### config.mk
export PLATFORM = sky130hd
export DESIGN_NAME = exec_sequencer
export DESIGN_NICKNAME = d
export VERILOG_FILES = /design/src/rtl/exec_sequencer.sv
export SDC_FILE = /design/constraint.sdc
export NUM_CORES = 1
export LEC_CHECK = 0
export CAP_MARGIN = 20
export CORE_MARGIN = 3
export CORE_UTILIZATION = 30
export CTS_BUF_LIST = sky130_fd_sc_hd__clkbuf_8
export DETAILED_ROUTE_END_ITERATION = 12
export GPL_ROUTABILITY_DRIVEN = 0
export RECOVER_POWER = 25
export SLEW_MARGIN = 25
export SYNTH_ARGS = -nofsm -noshare
export SYNTH_HDL_FRONTEND = slang
export SYNTH_SLANG_ARGS = --single-unit
### constraint.sdc
create_clock -name i_clk -period 2.6 [get_ports i_clk]
set_input_delay 0.39 -clock i_clk [delete_from_list [all_inputs] [get_ports i_clk]]
set_output_delay 0.39 -clock i_clk [all_outputs]
set_load 0.03 [all_outputs]
### src/rtl/exec_sequencer.sv
// exec_sequencer: run-control sequencer for the PC stage and pipeline registers
//   i_clk, i_reset                  : clock, synchronous active-high reset
//   i_run, i_step, i_abort, i_clear : debug run-control commands
//   i_halt_fetched, i_halt_wb       : HALT seen in IF / reaching WB
//   i_load_use_hazard               : hazard unit hold request
//   o_pipe_enable, o_pc_start, o_pc_not_load : pipeline and PC controls
//   o_busy, o_done, o_error, o_state, o_cycle_count : debug status
module exec_sequencer #(
  parameter int CYCLE_W       = 32,
  parameter int DRAIN_TIMEOUT = 16
) (
  input  logic               i_clk,
  input  logic               i_reset,
  input  logic               i_run,
  input  logic               i_step,
  input  logic               i_abort,
  input  logic               i_clear,
  input  logic               i_halt_fetched,
  input  logic               i_halt_wb,
  input  logic               i_load_use_hazard,
  output logic               o_pipe_enable,
  output logic               o_pc_start,
  output logic               o_pc_not_load,
  output logic               o_busy,
  output logic               o_done,
  output logic               o_error,
  output logic [2:0]         o_state,
  output logic [CYCLE_W-1:0] o_cycle_count
);
  localparam int DW = $clog2(DRAIN_TIMEOUT + 1);
  typedef enum logic [2:0] {
    IDLE      = 3'd0,
    RUN       = 3'd1,
    STEP_WAIT = 3'd2,
    STEP_EXEC = 3'd3,
    DRAIN     = 3'd4,
    DONE      = 3'd5
  } state_t;
  state_t             state_q, state_d;
  logic               started_q, started_d;
  logic               halt_seen_q, halt_seen_d;
  logic               error_q, error_d;
  logic [CYCLE_W-1:0] cnt_q, cnt_d;
  logic [DW-1:0]      drain_q, drain_d;
  logic               en, timeout;
  always_comb begin
    en          = state_q inside {RUN, STEP_EXEC, DRAIN};
    // drain_q counts completed drain cycles, so this is the last allowed one
    timeout     = drain_q == DW'(DRAIN_TIMEOUT - 1);
    state_d     = state_q;
    halt_seen_d = halt_seen_q;
    error_d     = error_q;
    case (state_q)
      IDLE:      state_d = i_run ? RUN : i_step ? STEP_WAIT : IDLE;
      RUN:       state_d = i_halt_wb ? DONE : i_halt_fetched ? DRAIN : RUN;
      STEP_WAIT: state_d = i_run ? RUN : i_step ? STEP_EXEC : STEP_WAIT;
      STEP_EXEC: begin
        state_d     = i_halt_wb ? DONE : STEP_WAIT;
        halt_seen_d = halt_seen_q | i_halt_fetched;
      end
      DRAIN: begin
        state_d = (i_halt_wb || timeout) ? DONE : DRAIN;
        error_d = ~i_halt_wb & timeout;
      end
      DONE:      state_d = i_clear ? IDLE : DONE;
      default:   state_d = IDLE;
    endcase
    if (i_abort && state_q != IDLE) state_d = IDLE;
    if (state_d == IDLE) begin
      halt_seen_d = 1'b0;
      error_d     = 1'b0;
    end
    started_d = (state_q == IDLE) ? 1'b0 : started_q | en;
    drain_d   = (state_q == DRAIN && state_d == DRAIN) ? drain_q + DW'(1) : '0;
    // count survives in IDLE for the debugger; cleared only when a program starts
    cnt_d     = (state_q == IDLE && state_d != IDLE) ? '0 :
                (en && !(&cnt_q)) ? cnt_q + CYCLE_W'(1) : cnt_q;
  end
  always_ff @(posedge i_clk) begin
    if (i_reset) begin
      state_q     <= IDLE;
      started_q   <= 1'b0;
      halt_seen_q <= 1'b0;
      error_q     <= 1'b0;
      cnt_q       <= '0;
      drain_q     <= '0;
    end else begin
      state_q     <= state_d;
      started_q   <= started_d;
      halt_seen_q <= halt_seen_d;
      error_q     <= error_d;
      cnt_q       <= cnt_d;
      drain_q     <= drain_d;
    end
  end
  assign o_pipe_enable = en;
  assign o_pc_start    = en & ~started_q;
  assign o_pc_not_load = en & i_load_use_hazard;
  assign o_busy        = !(state_q inside {IDLE, DONE});
  assign o_done        = state_q == DONE;
  assign o_error       = error_q;
  assign o_state       = state_q;
  assign o_cycle_count = cnt_q;
endmodule
# == Word level (Yosys, flattened, before mapping) ==
# Cells that the tools add are included.
# word_totals
ff_bits,42
latch_bits,0
ramBits,0
rom_bits,0
wordCells,50
n_memories,0
# classes
addsub,2
mul,0
n_div,0
order_cmp,0
n_eq_ne,7
shift,0
muxes,11
bitwise_logic,7
reduce_logical,18
# op_table
operator,n
$add 32x1->32 const B,1
$reduce_and 32->1,1
$pmux 3 s6,1
$mux 3,5
$eq 3x3->1 const B,3
$reduce_bool 3->1,3
$reduce_or 2->1,4
$eq 3x2->1 const B,2
$logic_not 3->1,2
$mux 2,3
$add 5x1->5 const B,1
$eq 5x4->1 const B,1
$logic_and 1x1->1,4
$and 1x1->1,3
$eq 3x1->1 const B,1
$not 1->1,3
$logic_not 1->1,2
$mux 1,2
$reduce_bool 2->1,1
$logic_or 1x1->1,1
$or 1x1->1,1

# == Longest topological paths before layout ==
# Gate-level depths: netlist (run 1).
# logic_depth
ltp_word,9
mapped_depth,9
ltp_nobuf,7

# == Worst setup path before layout (run 1) ==
# OpenSTA, ideal clock, no wires.
# synth_timing
kind,register to register
startpoint,register state_q[0] (netlist: o_state[0])
endpoint,register cnt_q[0] (netlist: o_cycle_count[0])
setup_time_ns,0.133
arrival_time_ns,2.057
required_time_ns,2.467
path_slack_ns,0.410
path_stages_with_launch,8
n_path_buf,2
synth_period_minus_slack_ns,2.190
cell_sequence,dfxtp_1 -> buf_6 -> nor2_1 -> or4_1 -> and4_4 -> a2111oi_4 -> buf_6 -> nor3_1
# synth_via
elab_chain_cells,6
# synth_rtl
item,line,text
"start, declared",39,"state_t state_q, state_d;"
"start signal, assigned",88,state_q <= state_d;
$eq 3x3->1 (tied with other cells),53,case (state_q)
$pmux 3 s6 or $logic_and 1x1->1 (tied branches),"53, 68",
$mux 3,68,if (i_abort && state_q != IDLE) state_d = IDLE;
$reduce_bool 3->1,76,cnt_d = (state_q == IDLE && state_d != IDLE) ? '0 :
$logic_and 1x1->1,76,
$reduce_or 2->1 (no line),n/a,
"end signal, assigned",92,cnt_q <= cnt_d;
"end, declared",43,"logic [CYCLE_W-1:0] cnt_q, cnt_d;"
# Parallel ways exist; a longest one is shown, timed or not.
# A chain may end at the register's enable or synchronous reset.

# == Worst setup path after layout (run 1) ==
# layout_timing
startpoint,register state_q[0] (netlist: o_state[0])
endpoint,output o_pc_not_load
# layout_via
elab_chain_cells,3
# layout_rtl
item,line,text
$eq 3x1->1 (tied with other cells),47,"en = state_q inside {RUN, STEP_EXEC, DRAIN};"
$reduce_bool 3->1 (*),47,
$and 1x1->1 (*),98,assign o_pc_not_load = en & i_load_use_hazard;
"end, declared",23,"output logic o_pc_not_load,"
# Mark *: on every way between the ends. The rest lies on a longest branch, timed or not.

==> flow_metrics.py, run 1 <==
metrics = {
    "worst_setup_path": {
        "critPathArrivalTime_ns": 2.08,
        "r2r_start": "o_cycle_count[15]",
        "r2r_slack_ns": 0.27,
        "r2r_end": "o_cycle_count[26]",
        "cp.required_ns": 2.21,
        "critPathCaptureType": "primary output",
        "worst_setup_path_start_kind": "flip-flop",
        "crit_fanout": 14,
        "path_class": "flip-flop to primary output",
        "startpoint": "o_state[0]",
        "endpoint": "o_pc_not_load",
        "r2r_cells": 6,
    },
    "detailed_routing": {
        "drt-total-wl_um": 5933,
        "drtIter0Drc": 72,
        "via_count": 2190,
        "drc_errors": 0,
        "via_per_inst": 5.316,
        "first_pass_iters": 4,
        "wl_per_cell_um": 14.40,
        "drtAntennaViolNets": 0,
    },
    "timing": {
        "finClkSkew_ns": 0.007864,
        "slew_violations": 35,
        "tns_ns": 0,
        "grt_setup_unrepaired": "no",
        "whs_ns": 0.4528,
        "worst_pin_slew_ns": 1.630,
        "finalHoldViolCount": 0,
        "worst_slack_ns": 0.1259,
        "fin_crit_sh": 0.9516,
        "timing.slew.headroom": -0.08698,
        "finalSetupViolations": 0,
        "period_needed_ns": 2.474,
        "fmax_mhz": 404.2,
    },
    "global_routing": {
        "gr-total-overflow": 0,
        "first_global_vias": 2113,
        "grt_pass1_wl_um": 10090,
        "grt_max_degree": 35,
        "antenna_found_initial": 0,
        "grtUsageTotal": 0.1421,
    },
    "floorplan": {
        "die_h_um": 94.29,
        "start_util": 0.3157,
        "core_um2": 7408,
        "dieArea_um2": 8891,
        "rows": 31,
        "die_width_um": 94.29,
        "io_pins": 50,
    },
    "min_path": {
        "hp-class": "flip-flop to flip-flop",
        "hold_depth": 1,
    },
    "final_layout": {
        "nNetsFinal": 324,
        "synthToLayoutAreaGrowth_pct": 32.26,
        "layout_commonest_cell": "dfxtp_1",
        "final_cell_mix": "dfxtp_1, clkdlybuf4s50_1, nor3_1",
        "post-route-util": 0.4175,
        "antenna_cells": 0,
        "drive_gt1_frac": 0.1182,
    },
    "logic_synthesis": {
        "ys_async_sr_fraction": 0,
        "netlist_instances": 260,
        "yosys.area.top_type_share": 0.3596,
        "syn_area_per_cell_um2": 8.994,
        "ys.warnings.count": 0,
        "synth_edf_count": 0,
        "yosysSeqAreaShare": 0.3596,
        "ys.flop_type": "dfxtp_1",
        "synthDistinctLibCells": 55,
        "synth.cell_area_um2": 2338,
        "synth_nets": 272,
        "synth_top_cells_by_area": "dfxtp_1, a211oi_1, nor3_1, xnor2_1, xor2_1",
        "ys_ff_latch": 42,
        "synth.largest_area_cell": "dfxtp_1",
    },
    "clocking": {
        "cts-root-buf": "clkbuf_8",
        "clockBufferDepth": 2,
        "cts_setup_buffers": 0,
        "cts_tree": "yes",
        "post_cts_resized": 1,
        "clkTransAtPathRegs_ns": 0.08,
        "cts_made_buffers": 5,
        "htree_levels": 2,
        "holdBufCountCts": 0,
        "cts.sinks": 42,
        "clock_latency_ns": 0.30,
    },
    "run_status": {
        "status": "finished with violations",
        "violations": "capacitance limit, slew limit",
    },
    "power_and_ir_drop": {
        "leakage_nw": 1.039,
        "vdd_drop_max_mv": 0.2846,
        "powerDensity_nw_per_um2": 615.6,
        "total_power_mw": 1.904,
    },
    "placed_design": {
        "dp_slack_ns": 0.1211,
        "io_buffers": 49,
        "dp_hpwl_um": 4140,
    },
    "flow_run": {
        "drv_cap": 1,
    },
}
area by class of cell:
| cell class | count | area (um2) |
|---|---|---|
| Sequential cell | 42 | 842.1 |
| Fill cell | 738 | 4315 |
| Multi-Input combinational cell | 194 | 1361 |
| Clock buffer | 6 | 82.58 |
| Timing Repair Buffer | 62 | 596.8 |
| Clock inverter | 2 | 60.06 |
| Tap cell | 99 | 123.9 |
| Inverter | 7 | 26.28 |
state kept, by name, indices dropped and copies added, names as in the netlist:
signal         cells
drain_q            5
o_error            1
o_state            3
o_cycle_count     32
started_q          1
cell usage after synthesis (9+ instances only):
| cell | number |
|---|---|
| dfxtp_1 | 42 |
| nor3_1 | 18 |
| a211oi_1 | 16 |
| nor2_1 | 14 |
| o21ai_0 | 12 |
| nand2_1 | 10 |
| nand3_1 | 10 |
| or3_1 | 10 |
| xnor2_1 | 10 |
| xor2_1 | 10 |
| nand4_1 | 9 |
kinds of logic (layout without fill, tap and decap cells):
group / after synthesis / after routing / synth area share
flops: 42 / 42 / 0.3596
mux: 2 / 2 / 0.008561
compound gates: 58 / 58 / 0.1991
simple gates: 111 / 111 / 0.2836
fa+ha+maj: 3 / 3 / 0.01605
xor+xnor: 20 / 20 / 0.07490
buf+inv: 24 / 77 / 0.05831
stage by stage:
stage / cells / cell area (um2)
4_1_cts: 412 / 3097
6_report: 412 / 3093
2_1_floorplan: 260 / 2338
3_5_place_dp: 404 / 2953
3_3_place_gp: 404 / 2953
5_1_grt: 412 / 3093
metal layers:
| layer | vias to the layer above | track usage | wire, um |
|---|---|---|---|
| met3 | 4 | 0.03686 | 297 |
| met1 | 1048 | 0.1861 | 2754 |
| met2 | 45 | 0.2293 | 2839 |
| met5 | - | 0 | 0 |
| met4 | 0 | 0.04091 | 42 |
| li1 | 1093 | - | - |
how the worst min path moves through the flow:
stage | endpoint | slack [ns] | from
floorplan | drain_q[0] | 0.42 | drain_q[0]
global placement | drain_q[0] | 0.43 | drain_q[0]
detailed placement | drain_q[0] | 0.44 | drain_q[0]
CTS | drain_q[0] | 0.46 | drain_q[0]
global route | drain_q[0] | 0.49 | drain_q[0]
finish | drain_q[0] | 0.45 | drain_q[0]
where the power goes:
| part | total, mW | switching [mW] | internal (mW) |
|---|---|---|---|
| registers | 0.695 | 0.0326 | 0.662 |
| logic | 0.571 | 0.339 | 0.233 |
| clock network | 0.638 | 0.228 | 0.410 |
| total | 1.90 | 0.599 | 1.30 |
worst max-delay path, cell delays in order (launching register included):
cell and delay (ns):
dfxtp_2 0.52, and2b_4 0.27, nor2_1 0.11, inv_2 0.10, and2_1 0.13, clkdlybuf4s50_1 0.66
No activity file was read; power rests on OpenSTA's default activity.
==> inputs of run 2 (changes only) <==
Settings changed: CTS_CLUSTER_DIAMETER from default to 150.
==> results of run 2 <==
The final DEF is identical to that of run 1; final timing and power are the same.
==> inputs of run 3 (changes only) <==
Settings changed: GPL_TIMING_DRIVEN from default to 0, REMOVE_ABC_BUFFERS from default to 1, SKIP_CTS_REPAIR_TIMING from default to 1.
==> run 3 against run 2 <==
The run now ends clean. Die area did not move. Final cell count fell by 0.97%. Setup slack improved by 0.0045 ns. Cell area fell by 2.0%. First-iteration DRC count rose by 11%. Sequential share of layout area rose by 0.89 points. Global-route usage fell by 0.79 points. Sequential cell count did not move. Critical endpoint unchanged. Largest cell class unchanged.
==> flow_metrics.py, run 3 (synthesis results as in run 1) <==
metrics = {
    "power_and_ir_drop": {
        "p_sw_frac": 0.3627,
        "vdd_drop_max_mv": 0.2222,
        "power.share.clock": 0.253,
        "switchingPower_uw": 629.4,
        "share_comb_of_total_power": 0.334,
        "powerDensity_nw_per_um2": 572.7,
        "leakage_nw": 0.9963,
        "power.internal_mw": 1.106,
        "p_seq_frac": 0.414,
    },
    "final_layout": {
        "final_area_um2": 3030,
        "antenna_cells": 0,
        "final_cell_mix": "dfxtp_1, clkdlybuf4s50_1, nor3_1, dlygate4sd3_1, a211oi_1",
        "synthToLayoutAreaGrowth_pct": 29.59,
        "drive_gt1_frac": 0.1197,
        "fillers": 726,
        "largest_register_ffs": 32,
        "nNetsFinal": 320,
        "layout_commonest_cell": "dfxtp_1",
        "fin_cells": 408,
    },
    "floorplan": {
        "core_um2": 7408,
        "die_width_um": 94.29,
        "start_util": 0.3157,
        "rows": 31,
        "die_h_um": 94.29,
        "io_pins": 50,
        "dieArea_um2": 8891,
    },
    "flow_run": {
        "drv_cap": 0,
    },
    "timing": {
        "fmax_mhz": 404.9,
        "period_needed_ns": 2.470,
        "whs_ns": 0.4605,
        "worst_slack_ns": 0.1304,
        "worst_pin_slew_ns": 0.6978,
        "slew_violations": 0,
        "finalHoldViolCount": 0,
        "finClkSkew_ns": 0.01766,
        "fin_crit_sh": 0.9499,
        "finalSetupViolations": 0,
        "grt_setup_unrepaired": "no",
        "timing.slew.headroom": 0.5348,
    },
    "worst_setup_path": {
        "crit_path_max_incr_delay_ns": 0.66,
        "path_class": "flip-flop to primary output",
        "crit_fanout": 15,
        "crit_chain": "nor3b_4, nor2_1, inv_2, and2_1, clkdlybuf4s50_1",
        "critPathCaptureType": "primary output",
        "worst_setup_path_start_kind": "flip-flop",
        "critPathArrivalTime_ns": 2.08,
        "cpMaxStageDelayCell": "clkdlybuf4s50_1",
        "cp.required_ns": 2.21,
    },
    "detailed_routing": {
        "via_per_inst": 5.189,
        "drtAntennaViolNets": 0,
        "drt-total-wl_um": 5846,
        "drtIter0Drc": 80,
        "via_count": 2117,
        "first_pass_iters": 4,
        "drc_errors": 0,
        "wl_per_cell_um": 14.33,
    },
    "global_routing": {
        "first_global_vias": 1976,
        "grt_max_degree": 36,
        "grt_pass1_wl_um": 9625,
        "gr-total-overflow": 0,
        "grtUsageTotal": 0.1342,
        "antenna_found_initial": 0,
    },
    "clocking": {
        "clkTransAtPathRegs_ns": 0.09,
        "htree_levels": 2,
        "clockBufferDepth": 2,
        "cts.sinks": 42,
        "clock_latency_ns": 0.30,
        "cts-root-buf": "clkbuf_8",
        "cts_tree": "yes",
        "cts_made_buffers": 5,
    },
    "placed_design": {
        "io_buffers": 49,
        "place_inst": 394,
        "dp_hpwl_um": 4045,
        "post_dp_cell_area_um2": 2860,
        "dp_slack_ns": -0.4357,
    },
    "run_status": {
        "status": "complete, no violations",
    },
    "min_path": {
        "hp-class": "flip-flop to flip-flop",
    },
}
## run 3: cell count changes in the layout (fill, tap and decap cells not counted), moves of 2 or more
cell,before,now
clkdlybuf4s50_1,33,30
dlygate4sd3_1,16,18
clkinvlp_4,0,2
buf_4,11,8
dfxtp_1,41,39
dfxtp_4,0,3
bufinv_16,2,0
## run 3: final timing paths
check | endpoint | cells past startpoint | slack, ns | start
setup reg to reg | o_cycle_count[11] | 7 | 0.34 | o_state[0]
hold / removal | drain_q[0] | 1 | 0.46 | drain_q[0]
setup / recovery | o_pc_not_load | 5 | 0.13 | o_state[2]
hold reg to reg | drain_q[0] | 1 | 0.46 | drain_q[0]
## run 3: layer usage
metal  vias up  wire [um]  GRT usage
li1       1085          -          -
met1       990       2858     0.1830
met2        37       2690     0.2122
met3         5        262    0.03526
met4         0         34    0.02888
met5         -          0          0
## run 3: final cells by class
class,count,area (um2),share of cell area
tap,99,123.9,0.04088
inverter,7,26.28,0.008671
sequential,42,852.1,0.2812
multi-input combinational,194,1370,0.4521
clock buffer,5,68.82,0.02271
timing repair buffer,58,565.5,0.1866
clock inverter,3,23.77,0.007845
## run 3: per-stage QoR
stage                     utilization  power, mW  setup TNS, ns
final                          0.4091      1.736              0
after global routing           0.4091      1.829              0
after CTS                      0.3986      1.700         -4.671
after detailed placement       0.3861      1.257         -8.092
after global placement         0.3837      1.213         -31.37
after floorplan                     -      1.038         -8.897
## run 3: worst max-delay path: cells and delay by family (launching register included)
family,cells,cell delay [ns]
buf+inv,2,0.78
simple gates,3,0.57
flops,1,0.44
## run 3: power by group through the flow
stage	Combinational, mW	Clock, mW	Sequential [mW]
floorplan	0.294	0	0.745
global placement	0.486	0	0.726
detailed placement	0.529	0	0.729
CTS	0.531	0.456	0.713
global route	0.620	0.485	0.725
finish	0.579	0.438	0.718
